--- src/rtl/mult_arbiter.sv ---
// rtl/mult_arbiter.sv - round-robin arbiter sharing one Booth multiplier between two requesters
//
// Purpose:
//   Two requesters present signed operand pairs. The arbiter picks one
//   (round-robin on simultaneous requests), loads the shared multiplier,
//   waits for its result with a timeout, and returns the product to the
//   owner. Every output is registered.
//
// Ports:
//   Clk              clock, rising edge
//   Rst              asynchronous active-low reset
//   req0/req1        request from requester 0 / 1
//   m0,r0 / m1,r1    signed multiplicand / multiplier per requester
//   gnt0/gnt1        one-cycle pulse: operands taken
//   done0/done1      one-cycle pulse: result valid on p0/p1
//   p0/p1            last result per requester, held between done pulses
//   err              one-cycle pulse: multiplier timed out
//   busy             high whenever the arbiter is not idle
//   mul_ld           load strobe to the multiplier
//   mul_m/mul_r      operands to the multiplier
//   mul_valid        multiplier result-ready
//   mul_p            multiplier product

module mult_arbiter #(
    parameter int pN   = 2,
    parameter int pTMO = 2**(pN+2)+4
) (
    input  logic                    Clk,
    input  logic                    Rst,
    input  logic                    req0,
    input  logic                    req1,
    input  logic [2**pN-1:0]        m0,
    input  logic [2**pN-1:0]        r0,
    input  logic [2**pN-1:0]        m1,
    input  logic [2**pN-1:0]        r1,
    output logic                    gnt0,
    output logic                    gnt1,
    output logic                    done0,
    output logic                    done1,
    output logic [2**(pN+1)-1:0]    p0,
    output logic [2**(pN+1)-1:0]    p1,
    output logic                    err,
    output logic                    busy,
    output logic                    mul_ld,
    output logic [2**pN-1:0]        mul_m,
    output logic [2**pN-1:0]        mul_r,
    input  logic                    mul_valid,
    input  logic [2**(pN+1)-1:0]    mul_p
);

    localparam int CW = $clog2(pTMO + 1);

    typedef enum logic [1:0] {
        S_IDLE = 2'd0,
        S_LOAD = 2'd1,
        S_WAIT = 2'd2,
        S_RESP = 2'd3
    } state_t;

    state_t         r_state;
    logic           r_owner;    // requester that owns the operation in flight
    logic           r_last;     // requester granted most recently
    logic [CW-1:0]  r_cnt;      // WAIT cycles elapsed without mul_valid

    logic           w_win;

    // A lone requester always wins; on a tie the one not granted last wins.
    assign w_win = (req0 && req1) ? ~r_last : req1;

    always_ff @(posedge Clk or negedge Rst) begin
        if (!Rst) begin
            r_state <= S_IDLE;
            r_owner <= 1'b0;
            r_last  <= 1'b1;
            r_cnt   <= '0;
            gnt0    <= 1'b0;
            gnt1    <= 1'b0;
            done0   <= 1'b0;
            done1   <= 1'b0;
            err     <= 1'b0;
            busy    <= 1'b0;
            mul_ld  <= 1'b0;
            mul_m   <= '0;
            mul_r   <= '0;
            p0      <= '0;
            p1      <= '0;
        end else begin
            gnt0   <= 1'b0;
            gnt1   <= 1'b0;
            done0  <= 1'b0;
            done1  <= 1'b0;
            err    <= 1'b0;
            mul_ld <= 1'b0;
            case (r_state)
                S_IDLE: begin
                    if (req0 || req1) begin
                        // mul_m/mul_r double as the operand latch, so the
                        // operands are committed here and held until the
                        // next grant.
                        r_owner <= w_win;
                        r_last  <= w_win;
                        mul_m   <= w_win ? m1 : m0;
                        mul_r   <= w_win ? r1 : r0;
                        gnt0    <= ~w_win;
                        gnt1    <= w_win;
                        mul_ld  <= 1'b1;
                        busy    <= 1'b1;
                        r_state <= S_LOAD;
                    end
                end
                S_LOAD: begin
                    r_cnt   <= '0;
                    r_state <= S_WAIT;
                end
                S_WAIT: begin
                    if (mul_valid) begin
                        if (r_owner) begin
                            p1    <= mul_p;
                            done1 <= 1'b1;
                        end else begin
                            p0    <= mul_p;
                            done0 <= 1'b1;
                        end
                        r_state <= S_RESP;
                    end else if (r_cnt == CW'(pTMO - 1)) begin
                        // this is the pTMO-th WAIT cycle without a result
                        err     <= 1'b1;
                        busy    <= 1'b0;
                        r_state <= S_IDLE;
                    end else begin
                        r_cnt <= r_cnt + 1'b1;
                    end
                end
                S_RESP: begin
                    busy    <= 1'b0;
                    r_state <= S_IDLE;
                end
                default: begin
                    busy    <= 1'b0;
                    r_state <= S_IDLE;
                end
            endcase
        end
    end

endmodule

--- config.mk ---
export PLATFORM = sky130hd
export DESIGN_NAME = mult_arbiter
export DESIGN_NICKNAME = d
export VERILOG_FILES = /design/src/rtl/mult_arbiter.sv
export SDC_FILE = /design/constraint.sdc
export NUM_CORES = 1
export LEC_CHECK = 0
export ABC_AREA = 1
export CAP_MARGIN = 15
export CELL_PAD_IN_SITES_DETAIL_PLACEMENT = 1
export CELL_PAD_IN_SITES_GLOBAL_PLACEMENT = 1
export CORE_MARGIN = 3
export CORE_UTILIZATION = 30
export DETAILED_ROUTE_END_ITERATION = 7
export PLACE_DENSITY = 0.79
export SYNTH_ARGS = -nofsm -noshare
export SYNTH_HDL_FRONTEND = slang
export SYNTH_SLANG_ARGS = --single-unit
--- constraint.sdc ---
create_clock -name Clk -period 1.37 [get_ports Clk]
set_clock_uncertainty 0.1 [all_clocks]
set_input_delay 0.411 -clock Clk [delete_from_list [all_inputs] [get_ports Clk]]
set_output_delay 0.411 -clock Clk [all_outputs]
set_load 0.02 [all_outputs]
* Yosys cells after proc, flatten, opt, wreduce, memory -nomap -nowiden
Cells that the tools add are included.
Word-level totals: logic and storage cells 68, register bits 40, input port bits 29
Cells by class: equal/unequal tests 9, reductions and logical operators 11, $add $sub $neg 1, mux-type cells 29, bitwise operators 3
Operators with widths (count):
- two-way mux 1 bit | 19
- two-way mux 5 bit | 2
- one-hot mux 5 bit (2 select lines) | 1
- AND reduction 3 bit | 3
- two-way mux 4 bit | 2
- != test 2 bit, second input constant | 4
- one-hot mux 2 bit (4 select lines) | 1
- two-way mux 2 bit | 3
- adder 5 x 1 -> 5 bit, second input constant | 1
- equality test 5 bit, second input constant | 1
- equality test 2 bit, second input constant | 2
- AND reduction 2 bit | 2
- AND reduction 4 bit | 1
- != test 3 bit, second input constant | 1
- inverter 1 bit | 3
- one-hot mux 1 bit (3 select lines) | 1
- nonzero test 3 bit | 1
- equality test 2 x 1 -> 1 bit, second input constant | 1
- logical NOT 2 bit | 1
- nonzero test 2 bit | 1
- logical AND 1 bit | 1
- logical OR 1 bit | 1

* Depth between registers and ports, before layout
Gate-level depths: netlist of run 1.
depth after elaboration 5, gate-level depth with buffers 8

* Worst setup path after synthesis of run 1
Ideal clock, no wire load.
kind register to register, from register r_cnt[0], to register r_cnt[3], cell stages (with the launch flop) 9, data arrival time 1.068 ns, setup slack 0.085 ns, library setup time 0.117 ns, data required time 1.153 ns, cells stage by stage dfrtp_1 -> ha_1 -> nand2_1 -> inv_1 -> nand2_2 -> nand2_4 -> nand2_1 -> nand2_1 -> nand2_1
On the way: cells in the longest elaborated chain, start to end 4, elaborated cells between the ends (all ways) 7, classes of those cells 1 x add/sub; 2 x eq/ne; 3 x mux; 1 x reduce/logical
RTL lines:
- start, declared | RTL line 63 | logic [CW-1:0] r_cnt;
- start signal, assigned | RTL line 131 | r_cnt <= r_cnt + 1'b1;
- adder 5 x 1 -> 5 bit | RTL line 131
- two-way mux 5 bit | RTL line 125 | end else if (r_cnt == CW'(pTMO - 1)) begin
- two-way mux 5 bit | RTL line 116 | if (mul_valid) begin
- one-hot mux 5 bit (2 select lines) | RTL line 94 | case (r_state)
Several ways; a longest one is shown, not always the timed one. The select of a mux whose other input is x is not followed. A chain may end at the register's enable or synchronous reset.

* Worst setup path after layout of run 1
from register mul_r[3], to output mul_r[3]
RTL lines:
- start, declared | RTL line 46 | output logic [2**pN-1:0] mul_r,
- start signal, assigned | RTL line 103 | mul_r <= w_win ? r1 : r0;
No word-level cell between the ends.

==> results_dict.tcl, run 1 <==
set metrics [dict create \
    outcome "finished clean" \
    final_cells 369 \
    cap_violations 0 \
    syn_area_um2 1860 \
    gp_congestion 0.723 \
    slowest_stage "dfrtp_1" \
    startpoint_type "flip-flop" \
    grt_pass1_wl_um 8820 \
    power_density_nw_per_um2 2150 \
    max_freq_mhz 740 \
    final_area_um2 2970 \
    endpoint "mul_r[3]" \
    seq_area_frac_synth_pct 53.9 \
    synth-edff-count 0 \
    fin_tns_setup_ns 0 \
    num_antenna_cells 0 \
    hp-class "in2reg" \
    crit_buf_inv 1 \
    finalHoldViolCount 0 \
    via_per_inst 4.54 \
    report.final.slew_viol_count 0 \
    clockBufferDepth 2 \
    firstDrtPassIters 4 \
    yosys.area.top_type_share_pct 52.5 \
    cts_tree "yes" \
    routed_wl_um 5390 \
    route.detailed.drc 0 \
    worst_pin_slew_ns 0.319 \
    synth_ff_type "dfrtp_1" \
    async_flop_share_pct 100 \
    rows 28 \
    reg2reg_setup_slack_ns 0.04 \
    slew_headroom_pct 78.8 \
    max_stage_delay_ns 0.39 \
    crit_path_max_fanout 2 \
    rsz0062_at_grt "yes" \
    clock-sinks 40 \
    grt_overflow_total 0 \
    cp-end-kind "primary output" \
    synth.most_common_cell "nand2_1" \
    syn_nets 227 \
    cts_inserted_buffers 5 \
    synth_cell_types 26 \
    synth_cells 197 \
    path_depth 1 \
    peakVddDrop_mv 1.09 \
    area_delta_synth_final_pct 59.8 \
    crit_family "flip-flops" \
    path_clk_slew_ns 0.08 \
    r2r-start "r_state[0]" \
    reg2reg_to "p0[4]" \
    postRouteAntennaNets 0 \
    hold_ws_ns 0.381 \
    setup_viol 0 \
    clk_latency_ns 0.28 \
    dp_cells 344 \
    critPathLaunch "mul_r[3]" \
    grt.total_usage_pct 15.6 \
    cts_root_buffer "clkbuf_8" \
    grt_max_degree 19 \
    initial_core_util_pct 31.2 \
    synth_seq_cells 40 \
    worstPathRequired_ns 0.86 \
    power_w 0.00638 \
    first_global_vias 1800 \
    die_height_um 84.7 \
    cp_cell_sequence "buf_2" \
    yosysWarnings 0 \
    h-tree-depth 2 \
    finalCriticalPeriod_ns 1.35 \
    rr_worst_depth 6 \
    io_buffers 59 \
    drive_gt1_share_pct 40.8 \
    avgSynthCellArea_um2 9.44 \
    post-route-period-util_pct 98.6 \
    post_dp_cell_area_um2 2670 \
    dieWidth_um 84.7 \
    hpwl_um 3830 \
    vias 1674 \
    wire_per_inst_um 14.6 \
    layout.nets 323 \
    power.leakage_nw 1.54 \
    crit_type "reg2out" \
    synthTopCellsByArea "dfrtp_1 52%, nand2_1 12%, o21ai_2 7.5%, inv_1 5.5%, nand3_1 2.4%" \
    core_um2 5960 \
    synth_commonest_cells "59 x nand2_1, 39 x dfrtp_1, 27 x inv_1" \
    antenna_found_initial 0 \
    worstPathArrival_ns 0.84 \
    drtIter0Drc 40 \
    die_area_um2 7180 \
    synth_top_cell_by_area "dfrtp_1" \
    io_pins 60 \
]
-- through the flow --
| stage | worst slack (ns) | util, % |
|---|---|---|
| after floorplan | 0.0849 | - |
| after global placement | -0.400 | 44.8 |
| after detailed placement | -0.460 | 44.8 |
| after CTS | -0.0138 | 45.9 |
| after global routing | -0.0331 | 49.9 |
| final | 0.0191 | 49.9 |
-- per-layer routing --
| metal | vias up | global-route usage [%] | share of wire [%] |
|---|---|---|---|
| met5 | - | 0 | 0 |
| met4 | 0 | 5.90 | 1.7 |
| met3 | 8 | 3.93 | 3.6 |
| met2 | 35 | 26.6 | 54 |
| met1 | 827 | 18.8 | 40 |
| li1 | 804 | - | - |
-- flip-flops by register name, indices dropped and copies added (netlist names) --
name	flops
r_cnt	5
p0	8
done1	1
done0	1
gnt0	1
busy	1
p1	8
r_state	2
err	1
r_owner	1
mul_ld	1
gnt1	1
mul_r	4
r_last	1
mul_m	4
-- cell usage in the layout, fill, tap and decap left out, types with 2 or more instances in the layout --
cell type	synthesis	layout
clkdlybuf4s50_1	0	24
nand2_4	3	5
inv_2	2	2
nand2_1	59	53
buf_4	1	30
o21ai_1	2	2
nand2_8	0	2
dfrtp_1	39	38
nand3_1	9	9
o211ai_1	6	6
buf_2	1	9
inv_1	27	26
o21ai_2	16	16
buf_12	0	3
dlygate4sd2_1	0	2
buf_6	2	21
nand2_2	6	10
clkbuf_8	0	7
nor2_1	6	6
nor2_4	4	5
nand4_1	2	2
nand3_2	3	3
-- worst min-delay path, stage by stage --
cell and delay (ns):
dlymetal6s2s_1 0.12, buf_4 0.14, nor3_1 0.05
-- report_power, final --
| part | leakage, nW | switching [W] | internal (W) |
|---|---|---|---|
| Sequential | 0.507 | 0.000385 | 0.00167 |
| Clock | 0.0645 | 0.000396 | 0.000643 |
| Combinational | 0.964 | 0.00175 | 0.00153 |
-- worst min path at each step --
stage	endpoint	depth (start not counted)	startpoint	slack, ns
after floorplan	busy	0	Rst	0.02
after global placement	mul_m[2]	1	Rst	0.22
after detailed placement	mul_m[2]	1	Rst	0.22
after CTS	mul_m[2]	2	mul_m[2]	0.39
after global routing	err	3	mul_valid	0.39
final	err	3	mul_valid	0.38
-- logic make-up after synthesis --
group           count (synthesis)  synth area share, %
xor+xnor                        1                0.471
flops                          40                 53.9
fa+ha+maj                       1                0.673
simple gates                   96                 26.1
buf+inv                        34                 8.08
compound gates                 25                 10.8
-- repair_timing --
action,CTS,global route
resized for setup,146,45
endpoints found under the setup margin,65,53
pin swaps,1,4
setup buffers,0,14
cloned,1,1
hold buffers,1,0
endpoints found under the hold margin,8,0
-- final cells by class --
type | count | area [µm²]
multi-input cells | 125 | 779
fillers | 718 | 2990
inverters | 30 | 120
clock buffers | 7 | 96.3
flip-flops and latches | 40 | 1000
well taps | 75 | 93.8
repair buffers | 91 | 847
clock inverters | 1 | 30.0
(Power assumes the default switching activity.)
==> inputs of run 2 (changes only) <==
--- a/config.mk
+++ b/config.mk
@@ -9,7 +9,7 @@
 export CAP_MARGIN = 15
 export CELL_PAD_IN_SITES_DETAIL_PLACEMENT = 1
 export CELL_PAD_IN_SITES_GLOBAL_PLACEMENT = 1
-export CORE_MARGIN = 3
+export CORE_MARGIN = 1.5
 export CORE_UTILIZATION = 30
 export DETAILED_ROUTE_END_ITERATION = 7
 export PLACE_DENSITY = 0.79
==> run 2 against run 1 <==
Compared with the run above: via count fell by 0.66%; wire length fell by 8.1%; combinational power fell by 2%; non-clock buffer count rose by 3.
==> results_dict.tcl, run 2 (synthesized netlist as in run 1, its figures left out) <==
set metrics [dict create \
    outcome "finished clean" \
    die_height_um 81.7 \
    clockBufferDepth 2 \
    crit_family "flip-flops" \
    hp-class "in2reg" \
    worstPathArrival_ns 0.84 \
    wire_per_inst_um 13.4 \
    cts_tree "yes" \
    finalCriticalPeriod_ns 1.35 \
    path_depth 1 \
    crit_type "reg2out" \
    utilization_pct 48.8 \
    num_antenna_cells 0 \
    cts_root_buffer "clkbuf_8" \
    area_delta_synth_final_pct 56.5 \
    via_per_inst 4.49 \
    slew_headroom_pct 79.7 \
    max_freq_mhz 738 \
    route.detailed.drc 0 \
    layout_common_cells "57 x nand2_1, 39 x dfrtp_1, 30 x buf_4, 27 x inv_1, 24 x clkdlybuf4s50_1" \
    startpoint_type "flip-flop" \
    first_global_vias 1763 \
    power_density_nw_per_um2 2100 \
    crit_path_max_fanout 2 \
    power.leakage_nw 1.52 \
    dp_cells 354 \
    cp_cell_sequence "buf_6" \
    core_um2 5960 \
    io_buffers 59 \
    io_pins 60 \
    crit_buf_inv 1 \
    hold_ws_ns 0.379 \
    hpwl_um 3790 \
    setup_viol 0 \
    rr_worst_depth 6 \
    firstDrtPassIters 4 \
    max_stage_delay_ns 0.41 \
    fin_tns_setup_ns 0 \
    clk_latency_ns 0.29 \
    grt_pass1_wl_um 8300 \
    post-route-period-util_pct 98.8 \
    rsz0062_at_grt "yes" \
    grt_max_degree 24 \
    gp_congestion 0.765 \
    dieWidth_um 81.7 \
    peakVddDrop_mv 1.07 \
    clock-sinks 40 \
    report.final.slew_viol_count 0 \
    whs_path_depth 3 \
    routed_wl_um 4950 \
    power_w 0.00610 \
    grt.total_usage_pct 16.4 \
    grt_overflow_total 0 \
    drtIter0Drc 30 \
    layout.nets 324 \
    worst_pin_slew_ns 0.304 \
    cts_inserted_buffers 5 \
    vias 1663 \
    reg.largest.list "p0 (8), p1 (8), r_cnt (5)" \
    cp-end-kind "primary output" \
    finalHoldViolCount 0 \
    cap_violations 0 \
    slowest_stage "dfrtp_1" \
    final_cells 370 \
    postRouteAntennaNets 0 \
    rows 28 \
    initial_core_util_pct 31.2 \
    drive_gt1_share_pct 38.0 \
    nFillCells 711 \
    path_clk_slew_ns 0.08 \
    antenna_found_initial 0 \
    layout_commonest_cell "nand2_1" \
    die_area_um2 6680 \
    worstPathRequired_ns 0.86 \
    h-tree-depth 2 \
]
==> run 2: cell count changes in the layout (fill, tap and decap cells not counted), sizes merged <==
cell | previous run | this run
clkbuf | 7 | 8
bufinv | 1 | 0
nand2 | 70 | 68
buf | 63 | 66
==> run 2: layer usage <==
metal	vias up	global-route usage, %	wire (µm)
met5	-	0	0
met4	0	5.59	73
met3	6	3.00	177
met2	30	29.1	2620
met1	819	19.9	2080
li1	808	-	-
==> run 2: through the flow <==
step	area [µm²]	setup slack, ns
2_1_floorplan	1860	0.0849
5_1_grt	2910	-0.0500
3_3_place_gp	2740	-0.352
6_report	2910	0.0158
4_1_cts	2760	-0.00382
3_5_place_dp	2740	-0.406
==> run 2: final timing paths <==
path,startpoint,to,slack [ns]
max,mul_m[2],mul_m[2],0.02
min,mul_valid,err,0.38
max reg2reg,r_last,mul_r[1],0.03
min reg2reg,r_last,r_last,0.41
max in group asynchronous,Rst,r_owner,0.32
min in group asynchronous,Rst,mul_m[1],0.43
==> run 2: repair_timing <==
item | 4_1_cts | 5_1_grt
pin swaps | 0 | 0
endpoints found under the hold margin | 8 | 0
buffers inserted | 0 | 7
resized for setup | 146 | 32
gates cloned | 0 | 0
hold buffers | 1 | 0
endpoints found under the setup margin | 58 | 49
==> run 2: cell type report <==
type | instances | area (µm²) | share of cell area, %
sequential | 40 | 1000 | 34.5
multi-input combinational | 123 | 734 | 25.2
clock buffer | 8 | 90.1 | 3.10
inverter | 30 | 120 | 4.13
timing repair buffer | 94 | 868 | 29.8
tap | 75 | 93.8 | 3.23
==> run 2: where the power goes <==
part / internal (W) / leakage, nW / switching (W)
Sequential: 0.00167 / 0.508 / 0.000365
Clock: 0.000411 / 0.0455 / 0.000410
Combinational: 0.00155 / 0.969 / 0.00170
